$ cat config.mk
export PLATFORM = sky130hd
export DESIGN_NAME = wb_port_arbiter
export DESIGN_NICKNAME = d
export VERILOG_FILES = /design/src/rtl/wb_port_arbiter.sv
export SDC_FILE = /design/constraint.sdc
export NUM_CORES = 1
export LEC_CHECK = 0
export ABC_AREA = 1
export CORE_UTILIZATION = 50
export DETAILED_ROUTE_END_ITERATION = 10
export PLACE_DENSITY = 0.8
export REMOVE_ABC_BUFFERS = 1
export SLEW_MARGIN = 10
export SYNTH_ARGS = -nofsm -noshare
export SYNTH_HDL_FRONTEND = slang
export SYNTH_SLANG_ARGS = --single-unit
$ cat constraint.sdc
create_clock -name clk -period 12.8 [get_ports clk]
set_input_delay 2.56 -clock clk [delete_from_list [all_inputs] [get_ports clk]]
set_output_delay 2.56 -clock clk [all_outputs]
set_load 0.01 [all_outputs]
$ cat src/rtl/wb_port_arbiter.sv
// wb_port_arbiter: shares the register-file write port between the W-stage
// writeback (P) and a multi-cycle unit (M). M results are buffered in a small
// FIFO; P has priority, but a live FIFO head that keeps losing arbitration is
// forced through after MAX_WAIT lost cycles. A P write to rd kills any older
// buffered M result for the same rd (WAW), and the live buffered rds are
// exported as pend_mask for the hazard unit.
// Optional: define WB_ARB_PERF_EN to add the perf_conflict/perf_stall/perf_kill
// event counters.
module wb_port_arbiter #(
    parameter int DATA_W     = 32,
    parameter int FIFO_DEPTH = 2,
    parameter int MAX_WAIT   = 4
) (
    input  logic              clk,
    input  logic              rst,
    input  logic              p_valid,
    input  logic [4:0]        p_rd,
    input  logic [DATA_W-1:0] p_data,
    output logic              stall_w,
    input  logic              m_valid,
    input  logic [4:0]        m_rd,
    input  logic [DATA_W-1:0] m_data,
    output logic              m_ready,
    output logic              rf_we,
    output logic [4:0]        rf_rd,
    output logic [DATA_W-1:0] rf_wdata,
`ifdef WB_ARB_PERF_EN
    output logic [31:0]       perf_conflict,
    output logic [31:0]       perf_stall,
    output logic [31:0]       perf_kill,
`endif
    output logic [31:0]       pend_mask
);

    localparam int PW = $clog2(FIFO_DEPTH);
    localparam int SW = $clog2(MAX_WAIT + 1);

    logic [FIFO_DEPTH-1:0] live_q, live_n;
    logic [4:0]            rd_q   [FIFO_DEPTH];
    logic [4:0]            rd_n   [FIFO_DEPTH];
    logic [DATA_W-1:0]     data_q [FIFO_DEPTH];
    logic [PW-1:0]         rd_ptr, wr_ptr;
    logic [PW:0]           count;
    logic [SW-1:0]         starve;

    logic        full, empty, head_live, force_m, p_req;
    logic        grant_p, grant_m, pop, push;
    logic [31:0] pend_n;
    logic [31:0] kill_cnt;

    assign full  = (count == (PW+1)'(FIFO_DEPTH));
    assign empty = (count == '0);

    // Arbitration: starvation guard first, then pipeline priority, then the FIFO head.
    always_comb begin
        head_live = !empty && live_q[rd_ptr];
        force_m   = head_live && (starve == SW'(MAX_WAIT));
        p_req     = p_valid && (p_rd != 5'd0);
        grant_p   = p_req && !force_m;
        grant_m   = force_m || (head_live && !p_req);
        stall_w   = force_m && p_req;
        m_ready   = !rst && !full;
        // a dead head leaves without using the write port
        pop       = !empty && (grant_m || !live_q[rd_ptr]);
        push      = m_valid && !full;
    end

    // Next-state liveness: pop, then push, then WAW kill (which also covers the entry being pushed).
    always_comb begin
        live_n   = live_q;
        rd_n     = rd_q;
        pend_n   = '0;
        kill_cnt = '0;
        if (pop)
            live_n[rd_ptr] = 1'b0;
        if (push) begin
            live_n[wr_ptr] = (m_rd != 5'd0);
            rd_n[wr_ptr]   = m_rd;
        end
        for (int i = 0; i < FIFO_DEPTH; i++) begin
            if (grant_p && live_n[i] && (rd_n[i] == p_rd)) begin
                live_n[i] = 1'b0;
                kill_cnt  = kill_cnt + 32'd1;
            end
        end
        for (int i = 0; i < FIFO_DEPTH; i++) begin
            if (live_n[i])
                pend_n[rd_n[i]] = 1'b1;
        end
        pend_n[0] = 1'b0;
    end

    // FIFO storage, pointers and starvation counter.
    always_ff @(posedge clk or posedge rst) begin
        if (rst) begin
            live_q <= '0;
            rd_ptr <= '0;
            wr_ptr <= '0;
            count  <= '0;
            starve <= '0;
            for (int i = 0; i < FIFO_DEPTH; i++) begin
                rd_q[i]   <= '0;
                data_q[i] <= '0;
            end
        end else begin
            live_q <= live_n;
            rd_q   <= rd_n;
            if (push)
                data_q[wr_ptr] <= m_data;
            if (push)
                wr_ptr <= wr_ptr + 1'b1;
            if (pop)
                rd_ptr <= rd_ptr + 1'b1;
            count <= count + {{PW{1'b0}}, push} - {{PW{1'b0}}, pop};
            if (pop)
                starve <= '0;
            else if (head_live && !grant_m && (starve != SW'(MAX_WAIT)))
                starve <= starve + 1'b1;
        end
    end

    // Registered write port and pending-rd mask.
    always_ff @(posedge clk or posedge rst) begin
        if (rst) begin
            rf_we     <= 1'b0;
            rf_rd     <= '0;
            rf_wdata  <= '0;
            pend_mask <= '0;
        end else begin
            rf_we     <= grant_p || grant_m;
            pend_mask <= pend_n;
            if (grant_p) begin
                rf_rd    <= p_rd;
                rf_wdata <= p_data;
            end else if (grant_m) begin
                rf_rd    <= rd_q[rd_ptr];
                rf_wdata <= data_q[rd_ptr];
            end
        end
    end

`ifdef WB_ARB_PERF_EN
    // Wrapping event counters.
    always_ff @(posedge clk or posedge rst) begin
        if (rst) begin
            perf_conflict <= '0;
            perf_stall    <= '0;
            perf_kill     <= '0;
        end else begin
            if (grant_p && head_live)
                perf_conflict <= perf_conflict + 32'd1;
            if (stall_w)
                perf_stall <= perf_stall + 32'd1;
            perf_kill <= perf_kill + kill_cnt;
        end
    end
`endif

endmodule

==> results of run 1 <==
[cell usage after synthesis (all sizes together)]
library cell	n	area [um2]
buf	30	206.4
mux2i	1	10.01
dfrtp	152	3804
o311ai	35	306.6
nor2	76	314.0
nand3	98	555.5
inv	70	262.8
o211ai	2	15.01
o21ai	76	380.4
clkbuf	23	86.33
xnor2	2	17.52
a21boi	1	7.510
nor3	1	5.000
a21oi	1	5.000
xor2	1	8.760
nand3b	2	15.01
or2	1	6.260
nand4	6	37.54
o21a	2	15.01
conb	1	3.750
ha	4	50.05
nand2	358	1351
[worst paths after layout]
check / start / endpoint / slack [ns] / cells past startpoint
setup / recovery: p_rd[2] / stall_w / 6.03 / 6
hold / removal: data_q[33] / data_q[33] / 0.47 / 2
setup reg to reg: wr_ptr / pend_mask[3] / 8.85 / 10
hold reg to reg: data_q[33] / data_q[33] / 0.47 / 2
max in group asynchronous: rst / rd_ptr / 8.71 / 3
min in group asynchronous: rst / count[0] / 2.64 / 2
[worst reg2reg max path, cell delays in order (launching register included)]
cell	delay, ns
dfrtp_1	0.53
inv_1	0.27
nand3_2	0.76
inv_2	0.91
nand2_1	0.16
nand3_1	0.11
nand2_1	0.06
nor2_1	0.10
nand3_2	0.54
nand3_1	0.27
nand2_1	0.10
[registers in the layout, indices dropped and copies added, names as in the netlist]
name	count
data_q	64
rf_wdata	32
pend_mask	31
rd_q	10
rf_rd	5
starve	3
count	2
live_q	2
rd_ptr	1
rf_we	1
wr_ptr	1
[layout by cell type (no fill, tap or decap), types with 4 or more instances in the layout]
| cell | Yosys | layout |
|---|---|---|
| nand3_1 | 85 | 85 |
| bufinv_16 | 0 | 4 |
| o21ai_0 | 76 | 76 |
| inv_1 | 68 | 66 |
| o311ai_0 | 28 | 28 |
| clkdlybuf4s50_1 | 0 | 148 |
| o311ai_1 | 7 | 7 |
| nand3_2 | 13 | 13 |
| nor2_1 | 72 | 72 |
| dfrtp_1 | 152 | 151 |
| ha_1 | 4 | 4 |
| clkinv_2 | 0 | 6 |
| nand4_1 | 6 | 6 |
| nand2_1 | 355 | 355 |
| clkbuf_16 | 0 | 17 |
[layer usage]
layer	vias up	routed length, um	global-route usage	part of all wire
li1	3288	-	-	-
met1	3187	8791	0.3670	0.44
met2	290	9263	0.4292	0.46
met3	39	1598	0.06502	0.080
met4	0	415	0.09747	0.021
met5	-	0	0	0
[where the power goes]
part / total [mW] / internal [mW] / switching, mW
sequential: 0.766 / 0.672 / 0.0937
clock: 0.535 / 0.335 / 0.200
combinational: 0.933 / 0.329 / 0.605
[final cells by class]
cell class	instances	area, um2
Timing Repair Buffer	150	1496
Sequential cell	152	3805
Clock inverter	13	175.2
Fill cell	1252	5002
Multi-Input combinational cell	668	3104
Tap cell	184	230.2
Inverter	70	267.8
Clock buffer	19	452.9
[kinds of logic after synthesis]
group,count (synthesis),share of synthesized area
and+or+nand+nor,542,0.3061
DFF,152,0.5096
buffers and inverters,123,0.07443
AOI/OAI and AO/OA,117,0.09774
adders and majority gates,4,0.006706
xor gates and xnor gates,3,0.003521
other,1,0.0005025
muxes,1,0.001341
==> reports/results.ini, run 1 <==
[critical_path]
critPathRequiredTime_ns=10.24
path_cells=clkdlybuf4s50_1 -> nor2_1 -> nand3_1 -> nand2_1 -> nor2_1 -> clkdlybuf4s50_1
cp_top_family=buffers and inverters
critPathKind=in2out
slowest_stage=clkdlybuf4s50_1
slowest_delay_ns=0.60
start_kind=input pin
crit_fanout=5
worst_setup_path_end_kind=primary output
arrival_ns=4.21
worst-path-buf-inv=2

[grt]
grt_max_degree=80
overflow=0
grt_pass1_vias=6370
antenna_found_initial=0
grt_usage=0.2727
grt_first_pass_wirelength_mm=32.00

[drt]
post_drt_wl_per_cell_um=15.98
via_per_inst=5.417
drc=0
dr.pass1.iters=6
vias=6804
drt_iter0_drc=627
ant_nets=0
wl_mm=20.07

[timing]
whs_ns=0.4733
setup_tns_ns=0
fmax_ghz=0.1477
slew_violations=0
timing.final.ws_setup_ns=6.030
period_needed_ns=6.770
hold_violations=0
rsz0062_at_grt=no
worst_pin_slew_ns=1.261
finalCritPeriodShare=0.5289
setup_violations=0
relSlewSlack=0.1570
finClkSkew_ns=0.01004

[placed_design]
dpl.cell_count=1224
place_ws_ns=6.044
dp_hpwl_mm=12.82
portBuffers=148
routabilityCongestion=0.9339
placed_area_mm2=0.008904

[die]
initial_core_util=0.5135
dieArea_mm2=0.01542
coreArea_mm2=0.01453
die_x_um=124.2
rows=44
boundaryPins=150
die_h_um=124.2

[final_layout]
design_area_mm2=0.009532
fin_cells=1256
fin_nets=1141
syn2layout_area_growth_pct=27.71
diodes=0
final_core_util=0.6558
drive_gt1_frac=0.05504

[power]
p_total_mw=2.234
p_leak_nw=4.533
powerDensity_mw_per_mm2=234.4
ir_worst_vdd_uv=125.3

[min_path]
hold_path.class=reg2reg

[clocking]
cts_max_path_buffers=2
cts-resized-gates=0
cts_sinks=152
htreeDepth=4
ctsHoldBuffers=0
clock-root-buffer=clkbuf_16
cts_buffers=17
clk_pin_slew_ns=0.06
postCtsSetupBuffers=0
worstSkewPairLatency_ns=0.43
cts_tree=done

[flow_run]
drv_cap=0

[synth]
synth-seq-cells=152
syn_area_mm2=0.007463
syn_avg_cell_area_um2=7.915
ys_types=32
postSynthCellCount=943
ys_warn_count=0
synth_seq_area_share=0.5096

[status]
status=finished, final reports clean

No activity file was read; power rests on OpenSTA's default activity.
==> run 2, diff against run 1 <==
- clock period: 12.8 -> 6.29 ns (I/O delays scaled with it)
==> reports/results.ini, run 2 (same netlist as run 1, synthesis figures left out) <==
[drt]
post_drt_wl_per_cell_um=15.72  ; -1.6%
via_per_inst=5.417  ; about the same
vias=6820  ; +0.24%
wl_mm=19.79  ; -1.4%
drt_iter0_drc=683  ; +8.9%
dr.pass1.iters=6  ; unchanged
drc=0  ; unchanged
ant_nets=0  ; unchanged

[die]
dieArea_mm2=0.01542  ; unchanged
die_x_um=124.2  ; unchanged
die_h_um=124.2  ; unchanged
boundaryPins=150  ; unchanged
rows=44  ; unchanged
initial_core_util=0.5135  ; unchanged
coreArea_mm2=0.01453  ; unchanged

[critical_path]
slowest_delay_ns=0.60  ; about the same
cp_top_family=buffers and inverters
arrival_ns=2.94  ; -1.27 ns
slowest_stage=clkdlybuf4s50_1
start_kind=input pin
path_cells=clkdlybuf4s50_1 -> nor2_1 -> nand3_1 -> nand2_1 -> nor2_1 -> clkdlybuf4s50_1
r2r_end=pend_mask[4]
r2r-start=wr_ptr
reg2reg_depth=11  ; +1
worst-path-buf-inv=2  ; unchanged
critPathRequiredTime_ns=5.03  ; -5.21 ns
critPathKind=in2out
r2r_setup_slack_ns=3.07  ; -5.78 ns
crit_fanout=5  ; unchanged
worst_setup_path_end_kind=primary output

[timing]
rsz0062_at_grt=no
timing.final.ws_setup_ns=2.096  ; -3.934 ns
worst_pin_slew_ns=1.169  ; -0.09215 ns
setup_violations=0  ; unchanged
relSlewSlack=0.2186  ; +0.06158
finalCritPeriodShare=0.6667
period_needed_ns=4.194
finClkSkew_ns=0.01233  ; +0.002290 ns
slew_violations=0  ; unchanged
fmax_ghz=0.2385
hold_violations=0  ; unchanged
setup_tns_ns=0  ; unchanged

[power]
p_leak_nw=4.535  ; about the same
p_sw_frac=0.4065  ; +0.004442
clkPwrFrac=0.237  ; -0.002
ir_worst_vdd_uv=228.8  ; +83%
p_sw_mw=1.843  ; +110%
powerDensity_mw_per_mm2=474.9  ; +100%
power.internal_mw=2.691  ; +100%
combinationalPowerShare=0.419  ; about the same
p_total_mw=4.534  ; +100%
p_seq_frac=0.344  ; about the same

[final_layout]
largest_reg_flops=64  ; unchanged
syn2layout_area_growth_pct=27.91
reg.largest.list=data_q (64), rf_wdata (32), pend_mask (31)
layout_common_cells=355 x nand2_1, 151 x dfrtp_1, 148 x clkdlybuf4s50_1, 85 x nand3_1, 76 x o21ai_0
layout_commonest_cell=nand2_1
drive_gt1_frac=0.05767  ; +0.002637
fin_nets=1144  ; +0.26%
diodes=0  ; unchanged
top_register=data_q
final_core_util=0.6569  ; +0.001033

[grt]
overflow=0  ; unchanged
grt_max_degree=118  ; +48%
grt_first_pass_wirelength_mm=31.92  ; -0.26%
grt_pass1_vias=6479  ; +1.7%
grt_usage=0.2712  ; -0.001509
antenna_found_initial=0  ; unchanged

[clocking]
clk_pin_slew_ns=0.06  ; about the same
cts_sinks=152  ; unchanged
clock-root-buffer=clkbuf_16
cts_tree=done
cts_max_path_buffers=2  ; unchanged
worstSkewPairLatency_ns=0.43  ; about the same
postCtsSetupBuffers=0  ; unchanged
htreeDepth=4  ; unchanged
cts-resized-gates=0  ; unchanged
cts_buffers=17  ; unchanged
ctsHoldBuffers=0  ; unchanged

[status]
status=finished, final reports clean

[placed_design]
portBuffers=148  ; unchanged
place_ws_ns=1.989  ; -4.055 ns
dp_hpwl_mm=12.54  ; -2.2%
routabilityCongestion=0.9465  ; +1.3%

[flow_run]
drv_cap=0  ; unchanged

[min_path]
min_to=data_q[46]
whs_path_depth=2  ; unchanged
hold_path.class=reg2reg
worstHoldStart=data_q[46]

==> run 2: cell count changes in the layout (fill, tap and decap cells not counted) <==
| cell | before | now |
|---|---|---|
| clkinv_4 | 1 | 3 |
| clkinv_2 | 6 | 2 |
| inv_6 | 2 | 4 |
| buf_4 | 2 | 5 |
| clkinvlp_4 | 1 | 2 |
| bufinv_16 | 4 | 3 |
==> run 2: how the worst max path moves through the flow <==
stage / start / endpoint / slack [ns] / depth (start not counted)
floorplan: rst / count[0] / 0.94 / 1
global placement: m_valid / pend_mask[27] / 2.09 / 11
detailed placement: m_valid / pend_mask[29] / 1.99 / 11
CTS: p_rd[1] / stall_w / 2.11 / 6
global route: p_rd[1] / stall_w / 1.98 / 6
finish: p_rd[2] / stall_w / 2.10 / 6
==> run 2: per-layer routing <==
metal,up-vias,track usage,share of wire
li1,3281,-,-
met1,3227,0.3592,0.43
met2,282,0.4337,0.47
met3,30,0.05952,0.082
met4,0,0.1042,0.018
met5,-,0,0
==> run 2: through the flow <==
step                      hold slack (ns)  cell area (um2)  cells
final                              0.4749             9547   1259
after global placement             0.4555             8926   1227
after detailed placement           0.4596             8926   1227
after global routing               0.4973             9547   1259
after CTS                          0.4767             9547   1259
after floorplan                    0.4436             7171    890
==> run 2: tightest hold or removal path: stages, from the launching register on <==
cell,delay (ns)
dfrtp_1,0.34
nand2_1,0.05
nand2_1,0.05
==> run 2: cell type report <==
type,count,area [um2]
Clock buffer,19,452.9
Clock inverter,13,167.7
Fill cell,1208,4987
Inverter,70,267.8
Multi-Input combinational cell,668,3104
Sequential cell,152,3805
Tap cell,184,230.2
Timing Repair Buffer,153,1519
==> run 2: power by group through the flow <==
stage | logic [mW] | registers, mW | clock network (mW)
detailed placement | 1.88 | 1.57 | 0
floorplan | 1.05 | 1.63 | 0
global placement | 1.84 | 1.56 | 0
finish | 1.90 | 1.56 | 1.07
CTS | 1.90 | 1.56 | 1.08
global route | 2.14 | 1.61 | 1.13
==> run 3, diff against run 2 <==
- clock period: 6.29 -> 3.9 ns (I/O delays scaled with it)
==> reports/results.ini, run 3 (same netlist as run 1, synthesis figures left out) <==
[drt]
via_per_inst=5.415  ; about the same
post_drt_wl_per_cell_um=15.69  ; -0.18%
vias=6850  ; +0.44%
wl_mm=19.85  ; +0.30%
drc=0  ; unchanged
dr.pass1.iters=5  ; -1
drt_iter0_drc=653  ; -4.4%
ant_nets=0  ; unchanged

[clocking]
cts_buffers=17  ; unchanged
ctsHoldBuffers=0  ; unchanged
htreeDepth=4  ; unchanged
clock-root-buffer=clkbuf_16
clk_pin_slew_ns=0.06  ; about the same
worstSkewPairLatency_ns=0.42  ; about the same
cts_max_path_buffers=2  ; unchanged
cts_sinks=152  ; unchanged
cts_tree=done
cts-resized-gates=0  ; unchanged
postCtsSetupBuffers=0  ; unchanged

[die]
dieArea_mm2=0.01542  ; unchanged
rows=44  ; unchanged
initial_core_util=0.5135  ; unchanged
coreArea_mm2=0.01453  ; unchanged
die_x_um=124.2  ; unchanged
die_h_um=124.2  ; unchanged
boundaryPins=150  ; unchanged

[placed_design]
routabilityCongestion=0.9485  ; +0.21%
place_ws_ns=0.5527  ; -1.436 ns
portBuffers=148  ; unchanged
dp_hpwl_mm=12.79  ; +2.0%

[final_layout]
diodes=0  ; unchanged
largest_reg_flops=64  ; unchanged
reg.largest.list=data_q (64), rf_wdata (32), pend_mask (31)
fin_nets=1152  ; +0.70%
fillers=1249  ; +3.4%
layout_common_cells=355 x nand2_1, 151 x dfrtp_1, 148 x clkdlybuf4s50_1, 85 x nand3_1, 76 x o21ai_0
syn2layout_area_growth_pct=28.55
final_core_util=0.6601  ; +0.003271
drive_gt1_frac=0.06105  ; +0.003380
top_register=data_q
layout_commonest_cell=nand2_1

[critical_path]
crit_fanout=5  ; unchanged
arrival_ns=2.48  ; -0.46 ns
worst_setup_path_end_kind=primary output
critPathKind=in2out
critPathRequiredTime_ns=3.12  ; -1.91 ns
reg2reg_depth=10  ; -1
start_kind=input pin

[grt]
antenna_found_initial=0  ; unchanged
grt_pass1_vias=6442  ; -0.57%
grt_util_met1=0.3555  ; -0.003779
grt_first_pass_wirelength_mm=31.78  ; -0.43%
busiest_layer=met2
grt_max_degree=77  ; -35%
grt_usage=0.2709  ; -0.0003708
overflow=0  ; unchanged
use_met3=0.06731  ; +0.007784
use_met2=0.4323  ; -0.001381

[power]
p_sw_frac=0.4008  ; -0.005635
ir_worst_vdd_uv=522.9  ; +130%
p_seq_frac=0.344  ; about the same
combinationalPowerShare=0.427  ; +0.008
powerDensity_mw_per_mm2=760.2  ; +60%
clkPwrFrac=0.229  ; -0.008
power.internal_mw=4.370  ; +62%
p_leak_nw=4.572  ; +0.80%
p_sw_mw=2.923  ; +59%

[timing]
rsz0062_at_grt=no
worst_pin_slew_ns=0.7101  ; -0.4591 ns
finalCritPeriodShare=0.8356
slew_violations=0  ; unchanged
finClkSkew_ns=0.006052  ; -0.006276 ns
setup_tns_ns=0  ; unchanged
period_needed_ns=3.259
setup_violations=0  ; unchanged
fmax_ghz=0.3069
relSlewSlack=0.5266  ; +0.3080
timing.final.ws_setup_ns=0.6411  ; -1.455 ns
hold_violations=0  ; unchanged

[flow_run]
drv_cap=0  ; unchanged

[min_path]
hold_path.class=reg2reg
whs_path_depth=2  ; unchanged

[status]
status=finished, final reports clean

-- run 3: worst paths after layout --
| path | slack (ns) | start | to |
|---|---|---|---|
| min in group asynchronous | 0.85 | rst | rd_q[4] |
| max | 0.64 | p_rd[4] | stall_w |
| max reg2reg | 1.16 | wr_ptr | pend_mask[9] |
| max in group asynchronous | 2.25 | rst | data_q[14] |
| min reg2reg | 0.47 | data_q[43] | data_q[43] |
| min | 0.47 | data_q[43] | data_q[43] |
-- run 3: routing by layer --
layer | up-vias | part of all wire
li1 | 3303 | -
met2 | 296 | 0.47
met1 | 3211 | 0.43
met5 | - | 0
met4 | 0 | 0.023
met3 | 40 | 0.086
-- run 3: cell type report --
cell class | instances | area, um2 | area share
clock inverter | 8 | 121.4 | 0.01265
inverter | 70 | 267.8 | 0.02791
tap | 184 | 230.2 | 0.02400
timing repair buffer | 161 | 1592 | 0.1659
sequential | 152 | 3805 | 0.3966
clock buffer | 22 | 474.2 | 0.04943
multi-input combinational | 668 | 3104 | 0.3236
-- run 3: worst max-delay path, stage by stage --
cell,delay [ns]
clkdlybuf4s50_1,0.62
nor2_1,0.08
nand3_1,0.07
nand2_1,0.19
nor2_1,0.15
clkdlybuf4s50_1,0.57
-- run 3: power by group through the flow --
stage | logic (mW) | registers (mW) | clock network, mW
final | 3.12 | 2.51 | 1.67
after global routing | 3.49 | 2.58 | 1.76
after CTS | 3.11 | 2.51 | 1.69
after detailed placement | 3.07 | 2.53 | 0
after global placement | 3.03 | 2.51 | 0
after floorplan | 1.69 | 2.63 | 0
-- run 3: per-stage QoR --
stage | instances | total power [mW] | hold WS, ns | area [um2]
detailed placement | 1235 | 5.602 | 0.4597 | 8999
global route | 1265 | 7.833 | 0.4896 | 9594
floorplan | 890 | 4.322 | 0.4436 | 7171
CTS | 1265 | 7.309 | 0.4759 | 9594
global placement | 1235 | 5.545 | 0.4561 | 8999
finish | 1265 | 7.293 | 0.4732 | 9594
